## src/rtl/spi_slave_if.sv

```systemverilog
// SPI target endpoint: oversamples SCLK/CS_n/MOSI in the sys_clk_in domain and
// moves DATA_W-bit words MSB first in all four CPOL/CPHA modes.
module spi_slave_if #(
    parameter int                DATA_W      = 8,
    parameter int                SYNC_STAGES = 2,
    parameter logic [DATA_W-1:0] IDLE_WORD   = '1
) (
    input  logic              sys_clk_in,
    input  logic              rst_n,
    input  logic              spi_cpol,
    input  logic              spi_cpha,
    input  logic              spi_sclk_in,
    input  logic              spi_cs_n_in,
    input  logic              spi_mosi_in,
    output logic              spi_miso_out,
    output logic              spi_miso_oe,
    input  logic [DATA_W-1:0] tx_data,
    input  logic              tx_valid,
    output logic              tx_ready,
    output logic [DATA_W-1:0] rx_data,
    output logic              rx_valid,
    output logic              tx_underrun,
    output logic              busy
);

    localparam int               CNT_W    = (DATA_W > 1) ? $clog2(DATA_W) : 1;
    localparam logic [CNT_W-1:0] LAST_BIT = CNT_W'(DATA_W - 1);

    // state | meaning
    // IDLE  | deselected, MISO released, mode latch open
    // XFER  | selected, sampling/shifting on synced SCLK edges
    typedef enum logic {
        IDLE = 1'b0,
        XFER = 1'b1
    } state_t;

    state_t state, state_nxt;

    logic [SYNC_STAGES-1:0] sclk_ff, cs_ff, mosi_ff;
    logic                   sclk_s, cs_s, mosi_s;
    logic                   sclk_d, cs_d;
    logic                   cpol_q, cpha_q;

    logic                   sclk_chg, lead_edge, trail_edge;
    logic                   sample_edge, shift_edge;
    logic                   cs_fall, cs_rise;

    logic                   do_start, do_sample, do_shift;
    logic                   word_end, load_now, shift_now;
    logic                   need_load;

    logic [CNT_W-1:0]       bit_cnt;
    logic [DATA_W-1:0]      rx_shift;
    logic [DATA_W-1:0]      tx_shift;
    logic [DATA_W-1:0]      hold;
    logic                   hold_full;
    logic                   accept;

    always_ff @(posedge sys_clk_in or negedge rst_n) begin
        if (!rst_n) begin
            sclk_ff <= '0;
            cs_ff   <= '1;
            mosi_ff <= '0;
            sclk_d  <= 1'b0;
            cs_d    <= 1'b1;
        end else begin
            sclk_ff <= {sclk_ff[SYNC_STAGES-2:0], spi_sclk_in};
            cs_ff   <= {cs_ff[SYNC_STAGES-2:0], spi_cs_n_in};
            mosi_ff <= {mosi_ff[SYNC_STAGES-2:0], spi_mosi_in};
            sclk_d  <= sclk_ff[SYNC_STAGES-1];
            cs_d    <= cs_ff[SYNC_STAGES-1];
        end
    end

    assign sclk_s = sclk_ff[SYNC_STAGES-1];
    assign cs_s   = cs_ff[SYNC_STAGES-1];
    assign mosi_s = mosi_ff[SYNC_STAGES-1];

    // Mode follows the pins only while deselected, so a mid-word change is harmless.
    always_ff @(posedge sys_clk_in or negedge rst_n) begin
        if (!rst_n) begin
            cpol_q <= 1'b0;
            cpha_q <= 1'b0;
        end else if (cs_s) begin
            cpol_q <= spi_cpol;
            cpha_q <= spi_cpha;
        end
    end

    assign sclk_chg    = sclk_s ^ sclk_d;
    assign lead_edge   = sclk_chg & (sclk_s != cpol_q);
    assign trail_edge  = sclk_chg & (sclk_s == cpol_q);
    assign sample_edge = cpha_q ? trail_edge : lead_edge;
    assign shift_edge  = cpha_q ? lead_edge : trail_edge;
    assign cs_fall     = cs_d & ~cs_s;
    assign cs_rise     = ~cs_d & cs_s;

    always_ff @(posedge sys_clk_in or negedge rst_n) begin
        if (!rst_n) begin
            state <= IDLE;
        end else begin
            state <= state_nxt;
        end
    end

    always_comb begin
        state_nxt   = state;
        do_start    = 1'b0;
        do_sample   = 1'b0;
        do_shift    = 1'b0;
        spi_miso_oe = 1'b0;
        busy        = 1'b0;
        case (state)
            IDLE: begin
                if (cs_fall) begin
                    state_nxt = XFER;
                    do_start  = 1'b1;
                end
            end
            XFER: begin
                spi_miso_oe = 1'b1;
                busy        = 1'b1;
                if (cs_rise) begin
                    state_nxt = IDLE;
                end else begin
                    do_sample = sample_edge;
                    do_shift  = shift_edge;
                end
            end
            default: state_nxt = IDLE;
        endcase
    end

    // A shift edge with bit_cnt==0 is either the word's first edge (MSB already
    // on MISO) or, in CPHA=1, the deferred reload point for the next word.
    assign word_end  = do_sample & (bit_cnt == LAST_BIT);
    assign load_now  = do_start | (word_end & ~cpha_q) | (do_shift & cpha_q & need_load);
    assign shift_now = do_shift & ~load_now & (bit_cnt != '0);

    assign accept   = tx_valid & tx_ready;
    assign tx_ready = ~hold_full;

    always_ff @(posedge sys_clk_in or negedge rst_n) begin
        if (!rst_n) begin
            hold      <= '0;
            hold_full <= 1'b0;
        end else begin
            if (accept) begin
                hold <= tx_data;
            end
            if (accept) begin
                hold_full <= 1'b1;
            end else if (load_now) begin
                hold_full <= 1'b0;
            end
        end
    end

    always_ff @(posedge sys_clk_in or negedge rst_n) begin
        if (!rst_n) begin
            bit_cnt     <= '0;
            rx_shift    <= '0;
            rx_data     <= '0;
            rx_valid    <= 1'b0;
            tx_shift    <= '0;
            tx_underrun <= 1'b0;
            need_load   <= 1'b0;
        end else begin
            rx_valid    <= word_end;
            tx_underrun <= load_now & ~hold_full;

            if (do_start) begin
                bit_cnt <= '0;
            end else if (do_sample) begin
                rx_shift <= {rx_shift[DATA_W-2:0], mosi_s};
                bit_cnt  <= word_end ? '0 : bit_cnt + CNT_W'(1);
            end

            if (word_end) begin
                rx_data <= {rx_shift[DATA_W-2:0], mosi_s};
            end

            if (load_now) begin
                tx_shift <= hold_full ? hold : IDLE_WORD;
            end else if (shift_now) begin
                tx_shift <= {tx_shift[DATA_W-2:0], 1'b0};
            end

            if (state == IDLE || do_start || load_now) begin
                need_load <= 1'b0;
            end else if (word_end && cpha_q) begin
                need_load <= 1'b1;
            end
        end
    end

    assign spi_miso_out = spi_miso_oe & tx_shift[DATA_W-1];

endmodule

```

## config.mk

```make
export PLATFORM = sky130hd
export DESIGN_NAME = spi_slave_if
export DESIGN_NICKNAME = d
export VERILOG_FILES = /design/src/rtl/spi_slave_if.sv
export SDC_FILE = /design/constraint.sdc
export NUM_CORES = 1
export LEC_CHECK = 0
export ABC_AREA = 1
export ABC_CLOCK_PERIOD_IN_PS = 1700
export BUFFER_PORTS_ARGS = -buffer_cell sky130_fd_sc_hd__buf_4
export CAP_MARGIN = 10
export CORE_MARGIN = 4
export CORE_UTILIZATION = 55
export DETAILED_ROUTE_END_ITERATION = 8
export PLACE_DENSITY = 0.86
export SYNTH_ARGS = -nofsm -noshare
export SYNTH_HDL_FRONTEND = slang
export SYNTH_SLANG_ARGS = --single-unit
```

## constraint.sdc

```tcl
create_clock -name sys_clk_in -period 1.7 [get_ports sys_clk_in]
set_clock_uncertainty 0.05 [all_clocks]
set_input_delay 0.085 -clock sys_clk_in [delete_from_list [all_inputs] [get_ports sys_clk_in]]
set_output_delay 0.085 -clock sys_clk_in [all_outputs]
set_load 0.01 [all_outputs]
```

# ---- Word level (Yosys, flattened, before mapping)
# Cells that the tools add are included.
dict set report classes {
  n_addsub 1
  n_eq_ne 3
  n_mux 21
  bitwise 23
  n_reduce_logical 9
}
# cell n
set op_table {}
lappend op_table {{two-way mux 8 bit} 3}
lappend op_table {{two-way mux 1 bit} 14}
lappend op_table {{AND 1 bit} 13}
lappend op_table {{two-way mux 3 bit} 3}
lappend op_table {{nonzero test 2 bit} 4}
lappend op_table {{NOT 1 bit} 7}
lappend op_table {{adder 3 x 1 -> 3 bit (second input constant)} 1}
lappend op_table {{equality test 3 bit (second input constant)} 1}
lappend op_table {{nonzero test 3 bit} 1}
lappend op_table {{logical OR 1 bit} 2}
lappend op_table {{OR 1 bit} 2}
lappend op_table {{case mux 1 bit (2 select lines)} 1}
lappend op_table {{AND reduction 2 bit} 1}
lappend op_table {{equality test 1 bit} 1}
lappend op_table {{logical AND 1 bit} 1}
lappend op_table {{!= test 1 bit} 1}
lappend op_table {{bitwise XOR 1 bit} 1}
dict set report totals {
  reg_bits 49
  input_bits 16
  output_inout_bits 14
  wordCells 74
}

# ---- Depth between registers and ports, before layout
# Gate-level depths: netlist of run 1.
dict set report depth {
  ltp_word 14
  depth_mapped 11
  ltp_nobuf 10
}

# ---- Least setup slack after synthesis of run 1
# No wires, ideal clock.
dict set report synth_path {
  kind {reg2reg}
  start {register cs_d}
  end {register tx_shift[5]}
  setup_ps 125
  t_arrival_ps 1375
  required_ps 1525
  path_slack_ps 150
  path_stages_with_launch 11
  path_buffers 1
  synth_period_minus_slack_ps 1550
  cell_sequence {dfstp_2 inv_1 nand2_1 nand2_1 inv_1 nand4_1 nor2_1 nor2_4 buf_4 nand3_1 nand3_1}
}
dict set report synth_via {
  elab_chain_cells 12
  elab_cells_between_ends 20
  cone_classes {mux (7); bitwise (12); reduce/logical (1)}
}
# item line_no
set synth_lines {}
lappend synth_lines {{start, declared} 41} ;# logic sclk_d, cs_d;
lappend synth_lines {{start signal, assigned} 71} ;# cs_d <= cs_ff[SYNC_STAGES-1];
lappend synth_lines {{NOT 1 bit} 96} ;# assign cs_rise = ~cs_d & cs_s;
lappend synth_lines {{AND 1 bit} 96}
lappend synth_lines {{two-way mux 1 bit} 123} ;# if (cs_rise) begin
lappend synth_lines {{two-way mux 1 bit} 113} ;# case (state)
lappend synth_lines {{AND 1 bit} 136} ;# assign word_end = do_sample & (bit_cnt == LAST_BIT);
lappend synth_lines {{AND 1 bit} 137} ;# assign load_now = do_start | (word_end & ~cpha_q) | (do_shift & cpha_q & need_load);
lappend synth_lines {{OR 1 bit (2 in a row)} 137}
lappend synth_lines {{NOT 1 bit} 138} ;# assign shift_now = do_shift & ~load_now & (bit_cnt != '0);
lappend synth_lines {{AND 1 bit (2 in a row)} 138}
lappend synth_lines {{nonzero test 2 bit (no line)} --}
lappend synth_lines {{end signal, assigned} 184} ;# tx_shift <= hold_full ? hold : IDLE_WORD;
lappend synth_lines {{end signal, assigned} 186} ;# tx_shift <= {tx_shift[DATA_W-2:0], 1'b0};
lappend synth_lines {{end, declared} 54} ;# logic [DATA_W-1:0] tx_shift;
# Parallel ways exist; a longest one is shown, timed or not.
# A chain may end at the register's enable or synchronous reset.

# ---- Worst setup path after layout of run 1
dict set report layout_path {
  start {register sclk_ff[1]}
  end {register tx_shift[5]}
}
dict set report layout_via {
  elab_chain_cells 13
  elab_cells_between_ends 22
  cone_classes {eq/ne (2); mux (7); bitwise (12); reduce/logical (1)}
}
# item line_no
set layout_lines {}
lappend layout_lines {{start, declared} 39} ;# logic [SYNC_STAGES-1:0] sclk_ff, cs_ff, mosi_ff;
lappend layout_lines {{start signal, assigned} 67} ;# sclk_ff <= {sclk_ff[SYNC_STAGES-2:0], spi_sclk_in};
lappend layout_lines {{bitwise XOR 1 bit, or another cell as far along} 90} ;# assign sclk_chg = sclk_s ^ sclk_d;
lappend layout_lines {{AND 1 bit, on equally long branches} {91, 92}}
lappend layout_lines {{two-way mux 1 bit} 93} ;# assign sample_edge = cpha_q ? trail_edge : lead_edge;
lappend layout_lines {{two-way mux 1 bit} 123}
lappend layout_lines {{two-way mux 1 bit} 113}
lappend layout_lines {{AND 1 bit} 136}
lappend layout_lines {{AND 1 bit} 137}
lappend layout_lines {{OR 1 bit (2 in a row)} 137}
lappend layout_lines {{NOT 1 bit} 138}
lappend layout_lines {{AND 1 bit (2 in a row)} 138}
lappend layout_lines {{nonzero test 2 bit (no line)} --}
# Parallel ways exist; a longest one is shown, timed or not.

==> results of run 1 <==
-- cell type report --
class                      count  area, µm²  area share
clock buffer                   6       82.6      0.0299
clock inverter                 2       37.5      0.0136
inverter                      29        111      0.0404
multi-input combinational    130        782       0.283
sequential                    49       1230       0.446
tap                           48       60.1      0.0218
timing repair buffer          54        455       0.165
-- cell usage after synthesis (all sizes together) --
cell	n
nor3	1
a21oi	3
mux2	7
dfrtp	46
clkinv	1
inv	28
nand2	51
buf	6
nand4	13
dfstp	3
ha	3
nor2	9
or2	6
o21ai	23
nand3	14
-- kinds of logic (layout without fill, tap and decap cells) --
group | after synthesis | in the layout | share of synthesized area
muxes | 7 | 7 | 0.0367
buffers and inverters | 35 | 91 | 0.0711
AOI/OAI and AO/OA | 26 | 26 | 0.0781
adders and majority gates | 3 | 3 | 0.0175
DFF | 49 | 49 | 0.573
and+or+nand+nor | 94 | 94 | 0.224
-- timing repair --
item                                    in CTS  in global routing
hold endpoints to repair                    59                  0
hold buffers                                14                  0
buffers inserted                             0                  4
endpoints found under the setup margin       5                 14
pin swaps                                    0                  8
gates cloned                                 0                  0
resized for setup                            1                 12
-- per-layer routing --
metal  routed length (µm)  vias up  part of all wire
met1                 1870      712              0.47
met5                    0        -                 0
met4                   80        0             0.020
met3                  130        8             0.033
met2                 1900       25              0.48
li1                     -      801                 -
-- flip-flops by register name, summed over array words and instances (netlist names), 2 cells and up --
signal    count
bit_cnt       3
cs_ff         2
hold          8
mosi_ff       2
rx_data       8
rx_shift      7
sclk_ff       2
tx_shift      8
-- worst max-delay path: stages (launching register included) --
cell,delay [ns]
dfrtp_1,0.43
inv_2,0.09
nand2_2,0.05
nand2_2,0.09
nand2_2,0.08
a21oi_4,0.21
nand4_4,0.17
buf_6,0.19
nand3_1,0.09
nand3_1,0.08
-- worst max path at each step --
stage                           from  slack [ns]  depth (start not counted)     endpoint
after detailed placement  sclk_ff[1]        0.01                          9  tx_shift[0]
after global placement          cs_d        0.07                          8  tx_shift[0]
after floorplan                 cs_d        0.15                         10  tx_shift[5]
after global routing      sclk_ff[1]       -0.03                          9  tx_shift[4]
after CTS                 sclk_ff[1]        0.01                          9  tx_shift[0]
final                     sclk_ff[1]        0.07                          9  tx_shift[5]
-- report_power, final --
part	leakage (nW)	internal, mW	switching, mW	total [mW]
registers	0.614	1.49	0.177	1.67
clock network	0.0574	0.478	0.376	0.854
logic	0.721	0.435	0.466	0.901
==> summary.txt, run 1 <==
Timing
  • Fin. Hold Viols: 0
  • Min Tclk post-route: about 1.6 ns
  • Slew margin rel.: 0.604
  • Max Clock Freq: 0.612 GHz
  • Final Cycle Share: 0.961
  • RSZ-0062 raised after global routing: yes
  • Final Hold Slack: approximately 0.2 ns
  • Actual slew at the worst max-slew pin: ~0.6 ns
  • Max Slew Vio Count: 0
  • PnR worst setup slack: approximately 0.066 ns
  • Final setup TNS: 0 ns
  • Final Setup Violations: 0

Drt
  • Post-route DRC: 0
  • Total vias in the final route: approximately 1.5k
  • DR WL/cell: 12.5 µm
  • Post-route ant nets: 0
  • First-pass DRT Iterations: 4
  • Vias per cell: about 5
  • Aggregate routed wire length: between 3 and 4 mm
  • Initial detailed-routing violation count: 64

GRT
  • Overall routing resource usage: 0.174
  • Initial antenna violation count: 0
  • M3 GR Usage: 0.0360
  • Congestion Overflow GR: 0
  • M1 GR Usage: 0.231
  • Largest net degree at the start of global routing: 50
  • First-pass GRT wire length: about 6.8 mm
  • Number of global-route vias before repair: 1515
  • Met2 usage: 0.273
  • GRT Max-Usage Layer: met2

Die
  • I/O pins: 30
  • Initial Utilization: 0.578
  • Row Count: 22
  • Die X-Extent: 70.5 µm
  • Core area: roughly 0.0037 mm²
  • Die ar.: between 0.004 and 0.005 mm²
  • Die Y: slightly above 70 µm

Layout
  • Area growth, synth to finish: 28.5%
  • ANT cells: 0
  • Core Util, Final: 0.742
  • Fill count: between 200 and 300
  • Final #Nets: about 290
  • Leading cell types in the layout, fill and taps excluded: dfrtp_1 (46), nand2_1 (42), buf_4 (36)
  • Final Cell Area: roughly 0.0028 mm²
  • Final std cells w/o fill: roughly 320
  • Fraction of layout cells with a size suffix above 1: 0.333
  • Most common cell after layout, fill and taps aside: dfrtp_1

Logic synthesis
  • Yosys warns: 0
  • Largest cells by area after synthesis: dfrtp_1 (54%), nand2_1 (7.7%), inv_1 (4.7%)
  • Top-area cell type share of the netlist area: 0.536
  • Cells after Synth: about 210
  • Synth Cell Area: around 0.0021 mm²
  • Syn Area/Cell: between 10 and 15 µm²
  • Largest area contributor in the netlist: dfrtp_1
  • Seq/Total Area, Yosys: 0.573
  • Post-Syn Nets: 233
  • Yosys reg bits: around 50
  • Yosys cell types: 26

Critical path
  • R2R Path Start: sclk_ff[1]
  • Crit path DAT: ~1.8 ns
  • Critical path peak fanout: 8
  • R2R Path End: tx_shift[5]
  • Worst setup EP type: flop
  • Worst Setup Path Type: reg -> reg
  • Worst Reg-to-Reg Cells: 9
  • R2R Setup Slk: around 0.066 ns
  • Critical path required time: 1.84 ns
  • Critical Path Source Type: flop

Clocking
  • CTS sink count: just under 50
  • Skew-Pair Late Insertion Delay: ~0.3 ns
  • Reg clk slew, reported paths: around 0.09 ns
  • H-tree Lvls: 2
  • CTS Buf Count: 5
  • Clk root buf: clkbuf_8
  • CTS tree: done
  • Max clock buf depth: 2

Placement
  • Post-DP HPWL: about 2.7 mm
  • Port Buf Inserts: 29
  • Gpl congestion: 0.815
  • Placed Cells: 292
  • Dpl ws: approximately 0.013 ns
  • Post-DP Area: around 0.0024 mm²

Pwr
  • P_leak: 1.39 nW
  • Worst vdd ir: slightly below 0.0009 V
  • P per Cell Area: 1240 mW/mm²
  • Final Power: roughly 3.4 mW

Worst hold path
  • HP Class: in -> reg
  • Worst Hold Launch: tx_valid
  • Worst Hold End: hold_full
  • Hold Path Cell Cnt: 3

Run status
  • Status: finished clean

Job
  • Max cap viols: 0
(Power assumes the default switching activity.)
==> run 2: changes to the inputs <==
--- a/config.mk
+++ b/config.mk
@@ -7,7 +7,7 @@
 export LEC_CHECK = 0
 export ABC_AREA = 1
 export ABC_CLOCK_PERIOD_IN_PS = 1700
-export BUFFER_PORTS_ARGS = -buffer_cell sky130_fd_sc_hd__buf_4
+export BUFFER_PORTS_ARGS = -buffer_cell sky130_fd_sc_hd__buf_2
 export CAP_MARGIN = 10
 export CORE_MARGIN = 4
 export CORE_UTILIZATION = 55
==> run 2 against run 1 <==
Compared with the run above:
- cell count increased by 0.94%
- via count increased by 2.8%
- global-route usage up 0.16 points
- sequential share of layout area grew 1.1 points
- combinational power is 2% lower
- clock power fell by 26%
- clock-buffer cell count rose by 2
- cell area shrank 2.3%
- first-iteration DRC count rose by 61%
- critical path type unchanged
- non-clock buffer count is 3 higher
- wire length rose by 3.1%
- critical path depth is 1 higher
==> summary.txt, run 2 (same netlist as run 1, synthesis figures left out) <==
Run status
  • Status: finished clean

Pwr
  • P_leak: 1.39 nW (-0.46%)
  • Final Power: 3.19 mW (-6.8%)
  • Worst vdd ir: 0.000877 V (-1.4%)
  • P per Cell Area: 1180 mW/mm² (-4.6%)

Placement
  • Gpl congestion: 0.811 (-0.47%)
  • Post-DP HPWL: 2.76 mm (+2.2%)
  • Port Buf Inserts: 29 (unchanged)

Die
  • Die X-Extent: 70.5 µm (unchanged)
  • Die Y: 70.5 µm (unchanged)
  • I/O pins: 30 (unchanged)
  • Row Count: 22 (unchanged)
  • Core area: 0.00372 mm² (unchanged)
  • Initial Utilization: 0.578 (unchanged)
  • Die ar.: 0.00497 mm² (unchanged)

Drt
  • DR WL/cell: 12.8 µm (+2.1%)
  • First-pass DRT Iterations: 4 (unchanged)
  • Vias per cell: 4.95 (+1.8%)
  • Initial detailed-routing violation count: 103 (+61%)
  • Post-route DRC: 0 (unchanged)
  • Total vias in the final route: 1589 (+2.8%)
  • Post-route ant nets: 0 (unchanged)
  • Aggregate routed wire length: 4.10 mm (+3.1%)

Worst hold path
  • HP Class: in -> async

Layout
  • ANT cells: 0 (unchanged)
  • Most common cell after layout, fill and taps aside: dfrtp_1
  • Final #Nets: 291 (+1.0%)
  • Leading cell types in the layout, fill and taps excluded: dfrtp_1 (46), nand2_1 (40), buf_2 (29)
  • Biggest regs: hold (8), rx_data (8), tx_shift (8)
  • Fill count: 265 (-0.38%)
  • Multi-input gate area: 792 µm² (+1.3%)
  • Fraction of layout cells with a size suffix above 1: 0.337 (+0.00366)
  • Area growth, synth to finish: 25.5%
  • Register Area: 0.00123 mm² (unchanged)

Critical path
  • Worst setup EP type: flop
  • Worst Setup Path Type: reg -> reg
  • R2R Path Start: cs_d
  • Critical path required time: 1.82 ns (-0.02 ns)
  • Worst setup path start: cs_d
  • Critical Path Source Type: flop
  • Critical path peak fanout: 6 (-2)
  • Crit path DAT: 1.75 ns (-0.03 ns)

Clocking
  • CTS tree: done
  • CTS Buf Count: 5 (unchanged)
  • Reg clk slew, reported paths: 0.08 ns (about the same)
  • CTS sink count: 49 (unchanged)
  • Skew-Pair Late Insertion Delay: 0.29 ns (about the same)
  • Clk root buf: clkbuf_8
  • H-tree Lvls: 2 (unchanged)
  • Max clock buf depth: 2 (unchanged)

Timing
  • RSZ-0062 raised after global routing: yes
  • Slew margin rel.: 0.771 (+0.167)
  • Fin. Hold Viols: 0 (unchanged)
  • Final Setup Violations: 0 (unchanged)
  • Max Clock Freq: 0.614 GHz (+0.34%)
  • Final setup TNS: 0 ns (unchanged)
  • Max Slew Vio Count: 0 (unchanged)
  • Min Tclk post-route: 1.63 ns (-0.00559 ns)
  • Actual slew at the worst max-slew pin: 0.343 ns (-0.252 ns)
  • Final Cycle Share: 0.958 (-0.00329)

GRT
  • Number of global-route vias before repair: 1494 (-1.4%)
  • Overall routing resource usage: 0.176 (+0.00156)
  • Largest net degree at the start of global routing: 37 (-26%)
  • Initial antenna violation count: 0 (unchanged)
  • First-pass GRT wire length: 6.91 mm (+1.3%)
  • Congestion Overflow GR: 0 (unchanged)

Job
  • Max cap viols: 0 (unchanged)
==> run 2: final cells by class <==
| class | instances | share of cell area |
|---|---|---|
| clock buffers | 8 | 0.0297 |
| repair buffers | 57 | 0.156 |
| well taps | 48 | 0.0223 |
| multi-input cells | 130 | 0.294 |
| inverters | 29 | 0.0413 |
| flip-flops and latches | 49 | 0.456 |
==> run 2: path summary, 6_finish.rpt <==
check	to	slack, ns	depth (start not counted)
worst min register to register	cs_ff[1]	0.31	0
worst min-delay path	rx_data[6]	0.16	2
worst max-delay path	tx_shift[4]	0.07	10
max in group asynchronous	cs_ff[1]	0.89	3
min in group sys_clk_in	hold_full	0.23	3
worst max register to register	tx_shift[4]	0.07	10
==> run 2: report_power, final <==
| part | internal [mW] | leakage, nW | switching (mW) | total [mW] |
|---|---|---|---|---|
| Clock | 0.293 | 0.0395 | 0.340 | 0.633 |
| Combinational | 0.423 | 0.732 | 0.464 | 0.886 |
| Sequential | 1.49 | 0.614 | 0.179 | 1.67 |
==> run 2: critical path, stage by stage, from the launching register on <==
cell and delay (ns):
dfstp_2 0.53, inv_2 0.04, nand2_2 0.06, nand2_2 0.08, inv_2 0.07, nand4_1 0.10, nor2_2 0.18, nor2_4 0.09
buf_4 0.14, nand4_1 0.07, nand3_1 0.09
==> run 2: what timing repair did <==
item                                    in CTS  in global routing
hold buffers                                14                  0
endpoints found under the hold margin       60                  0
endpoints found under the setup margin       0                 14
setup buffers                                0                  3
gates resized for setup                      0                 18
==> run 2: metrics by stage <==
stage                     cell area (µm²)  worst slack (ns)  std cells  hold WS (ns)  utilization
after detailed placement             2410            0.0208        296       -0.0489        0.647
after floorplan                      2150             0.150        214        -0.261            -
after CTS                            2630           0.00598        318         0.173        0.707
after global routing                 2700           -0.0514        321         0.183        0.725
final                                2700            0.0713        321         0.158        0.725
after global placement               2410             0.124        296       -0.0486        0.647
==> run 2: layer usage <==
layer  GRT usage  up-vias  routed length, µm
li1            -      807                  -
met1       0.257      737               1840
met2       0.253       40               2000
met3      0.0388        5                207
met4      0.0723        0                 56
met5           0        -                  0
==> run 3: changes to the inputs <==
==> config.mk (replaced) <==
export PLATFORM = sky130hd
export DESIGN_NAME = spi_slave_if
export DESIGN_NICKNAME = d
export VERILOG_FILES = /design/src/rtl/spi_slave_if.sv
export SDC_FILE = /design/constraint.sdc
export NUM_CORES = 1
export LEC_CHECK = 0
export ABC_CLOCK_PERIOD_IN_PS = 1700
export BUFFER_PORTS_ARGS = -buffer_cell sky130_fd_sc_hd__buf_2
export CAP_MARGIN = 10
export CELL_PAD_IN_SITES_DETAIL_PLACEMENT = 1
export CELL_PAD_IN_SITES_GLOBAL_PLACEMENT = 1
export CORE_MARGIN = 4
export CORE_UTILIZATION = 45
export DETAILED_ROUTE_END_ITERATION = 8
export PLACE_DENSITY = 0.87
export SYNTH_ARGS = -nofsm -noshare
export SYNTH_HDL_FRONTEND = slang
export SYNTH_SLANG_ARGS = --single-unit
==> run 3 against run 2 <==
Compared with the run above:
- the flow now finishes with violations (setup timing)
- fmax shrank 14%
- register-to-register slack lost 0.27 ns
- area after synthesis shrank 3.0%
- cell count shrank 12%
==> summary.txt, run 3 <==
Run status
  • Status: complete, but fails checks
  • Failing checks: setup timing

Logic synthesis
  • Yosys warns: 0 (unchanged)
  • Post-synth top cells: dfrtp_1 (46), mux2_2 (18), o21ai_0 (15)
  • Top-area cell type share of the netlist area: 0.553 (+0.0168)
  • Main combinational cell family by area after synthesis: compound AO/OA/AOI/OAI gates
  • Post-Syn Nets: 185 (-21%)
  • Synth Area in Compound Gates: 0.127 (+0.0493)
  • Cells after Synth: 166 (-22%)
  • Yosys reg bits: 49 (unchanged)
  • Post-Synth Adder-Cell Area: 0.0180 (+0.000546)
  • Post-Synth Simple-Gate Area: 0.0877 (-0.136)
  • Number of synthesized flops with an enable pin: 0 (unchanged)
  • Post-synthesis mux area share: 0.126 (+0.0895)
  • Most frequent cell after synthesis: dfrtp_1
  • Largest area contributor in the netlist: dfrtp_1
  • XOR/XNOR Fraction of Synth Area: 0.00841 (+0.00841)
  • Top FF cell, synth: dfrtp_1
  • Synth Cell Area: 0.00208 mm² (-3.0%)
  • Syn Area/Cell: 12.5 µm² (+25%)
  • Largest cells by area after synthesis: dfrtp_1 (55%), mux2_2 (9.7%), dfstp_2 (3.8%)
  • Async SR Flop Fraction: 1.00 (unchanged)
  • Yosys cell types: 36 (+38%)
  • Seq/Total Area, Yosys: 0.591 (+0.0179)

Pwr
  • P per Cell Area: 1280 mW/mm² (+8.4%)
  • Worst vdd ir: 0.00104 V (+18%)
  • P_leak: 1.33 nW (-4.1%)
  • Final Power: 3.72 mW (+17%)

Critical path
  • Critical Path Source Type: flop
  • R2R Setup Slk: -0.19 ns (-0.27 ns)
  • Crit-path cells: ha_2 -> ha_4 -> mux2i_2 -> a2111oi_4 -> buf_6 -> a311oi_2 -> a32oi_1
  • Critical path's slowest cell: dfrtp_1
  • Critical path required time: 1.82 ns (about the same)
  • R2R Path Start: bit_cnt[0]
  • Worst setup EP type: flop
  • Critical path peak fanout: 7 (+1)
  • Crit path DAT: 2.01 ns (+0.26 ns)
  • Crit-path max cell delay: 0.44 ns (-0.09 ns)
  • Worst Setup Path Type: reg -> reg
  • Worst Reg-to-Reg Cells: 7 (-3)
  • R2R Path End: tx_shift[3]

Drt
  • Top routing layer in use: met4
  • First-pass DRT Iterations: 4 (unchanged)
  • Routed length on met2: 3.27 mm (+64%)
  • DR WL met3: 157 µm (-24%)
  • Met1 wire length: 2.55 mm (+39%)
  • Initial detailed-routing violation count: 90 (-13%)
  • Post-route ant nets: 0 (unchanged)
  • Total vias in the final route: 1554 (-2.2%)
  • Aggregate routed wire length: 6.11 mm (+49%)
  • Post-route DRC: 0 (unchanged)
  • DR WL/cell: 21.7 µm (+70%)
  • Vias per cell: 5.51 (+11%)

Clocking
  • H-tree Lvls: 2 (unchanged)
  • CTS tree: done
  • Reg clk slew, reported paths: 0.09 ns (about the same)
  • CTS Buf Count: 5 (unchanged)
  • CTS sink count: 49 (unchanged)
  • Skew-Pair Late Insertion Delay: 0.31 ns (+0.02 ns)
  • Clk root buf: clkbuf_8
  • Max clock buf depth: 2 (unchanged)

Layout
  • Multi-input gate area: 968 µm² (+22%)
  • Final Cell Area: 0.00290 mm² (+7.6%)
  • Biggest regs: hold (8), rx_data (8), tx_shift (8)
  • Most common cell after layout, fill and taps aside: dfrtp_1
  • Final #Nets: 248 (-15%)
  • ANT cells: 0 (unchanged)
  • Area growth, synth to finish: 39.2%
  • Leading cell types in the layout, fill and taps excluded: dfrtp_1 (44), buf_2 (29), buf_4 (16)
  • Fraction of layout cells with a size suffix above 1: 0.465 (+0.128)
  • Register Area: 0.00123 mm² (+0.20%)
  • Fill count: 439 (+66%)

Placement
  • Post-DP Area: 0.00237 mm² (-1.3%)
  • Gpl congestion: 0.844 (+4.1%)
  • Port Buf Inserts: 29 (unchanged)
  • Post-DP HPWL: 3.76 mm (+36%)
  • Dpl ws: -0.260 ns (-0.281 ns)

Die
  • I/O pins: 30 (unchanged)
  • Die X-Extent: 76.0 µm (+7.9%)
  • Die Y: 76.0 µm (+7.9%)
  • Die ar.: 0.00578 mm² (+16%)
  • Core area: 0.00441 mm² (+19%)
  • Initial Utilization: 0.472 (-0.106)
  • Row Count: 24 (+9.1%)

GRT
  • Number of global-route vias before repair: 1824 (+22%)
  • First-pass GRT wire length: 9.79 mm (+42%)
  • Largest net degree at the start of global routing: 28 (-24%)
  • Congestion Overflow GR: 0 (unchanged)
  • Initial antenna violation count: 0 (unchanged)
  • Overall routing resource usage: 0.215 (+0.0387)

Worst hold path
  • Worst Hold Launch: tx_valid
  • HP Class: in -> reg
  • Hold Path Cell Cnt: 3
  • Worst Hold End: hold[0]

Timing
  • Final Cycle Share: 1.11 (+0.156)
  • Final Setup Violations: 29 (+29)
  • Final Hold Slack: 0.220 ns (+0.0614 ns)
  • Fin. Hold Viols: 0 (unchanged)
  • Max Clock Freq: 0.528 GHz (-14%)
  • Slew margin rel.: 0.641 (-0.130)
  • Final setup TNS: -2.62 ns (-2.62 ns)
  • Max Slew Vio Count: 0 (unchanged)
  • RSZ-0062 raised after global routing: yes
  • Actual slew at the worst max-slew pin: 0.539 ns (+0.196 ns)
  • Min Tclk post-route: 1.89 ns (+0.265 ns)
  • PnR worst setup slack: -0.194 ns (-0.265 ns)

Job
  • Max cap viols: 0 (unchanged)
-- run 3: area by class of cell --
class / instances / area share
Sequential cell: 49 / 0.425
Multi-Input combinational cell: 97 / 0.334
Timing Repair Buffer: 63 / 0.158
Clock buffer: 6 / 0.0285
Tap cell: 52 / 0.0224
Inverter: 13 / 0.0186
Clock inverter: 2 / 0.0129
-- run 3: repair_timing --
item,4_1_cts,5_1_grt
endpoints found under the setup margin,27,29
resized for setup,34,14
setup buffers,5,1
endpoints found under the hold margin,32,0
pin swaps,7,4
hold buffers,14,0
-- run 3: metal layers --
| metal | vias up | global-route usage |
|---|---|---|
| met3 | 8 | 0.0449 |
| li1 | 715 | - |
| met1 | 798 | 0.248 |
| met2 | 33 | 0.384 |
| met5 | - | 0 |
| met4 | 0 | 0.0854 |
-- run 3: logic make-up after synthesis --
kind of cell	count (synthesis)
XOR/XNOR	2
AO/OA/AOI/OAI	35
multiplexers	24
AND/OR/NAND/NOR	33
buffers and inverters	20
adder cells (fa/ha/maj)	3
flip-flops	49
-- run 3: how the worst max path moves through the flow --
stage          startpoint           to  cells past startpoint
5_1_grt        bit_cnt[0]  tx_shift[3]                      7
6_report       bit_cnt[0]  tx_shift[3]                      7
3_3_place_gp       cpha_q  tx_shift[6]                      5
3_5_place_dp       cpol_q   rx_data[4]                      5
2_1_floorplan      sclk_d  tx_shift[0]                      5
4_1_cts            cpol_q  tx_shift[0]                      4
-- run 3: per-stage QoR --
| step | util | cells |
|---|---|---|
| 2_1_floorplan | - | 166 |
| 3_3_place_gp | 0.538 | 254 |
| 3_5_place_dp | 0.538 | 254 |
| 4_1_cts | 0.638 | 281 |
| 5_1_grt | 0.657 | 282 |
| 6_report | 0.657 | 282 |
-- run 3: worst max-delay path: cells and delay by family (launching register included) --
kind / cells / cell delay [ns]
flip-flops: 1 / 0.44
multiplexers: 1 / 0.20
buffers and inverters: 1 / 0.16
adder cells (fa/ha/maj): 2 / 0.42
AO/OA/AOI/OAI: 3 / 0.48
-- run 3: power by group --
part	leakage (nW)	internal, mW	switching (mW)
Sequential	0.603	1.49	0.277
Combinational	0.669	0.519	0.555
Clock	0.0574	0.478	0.401
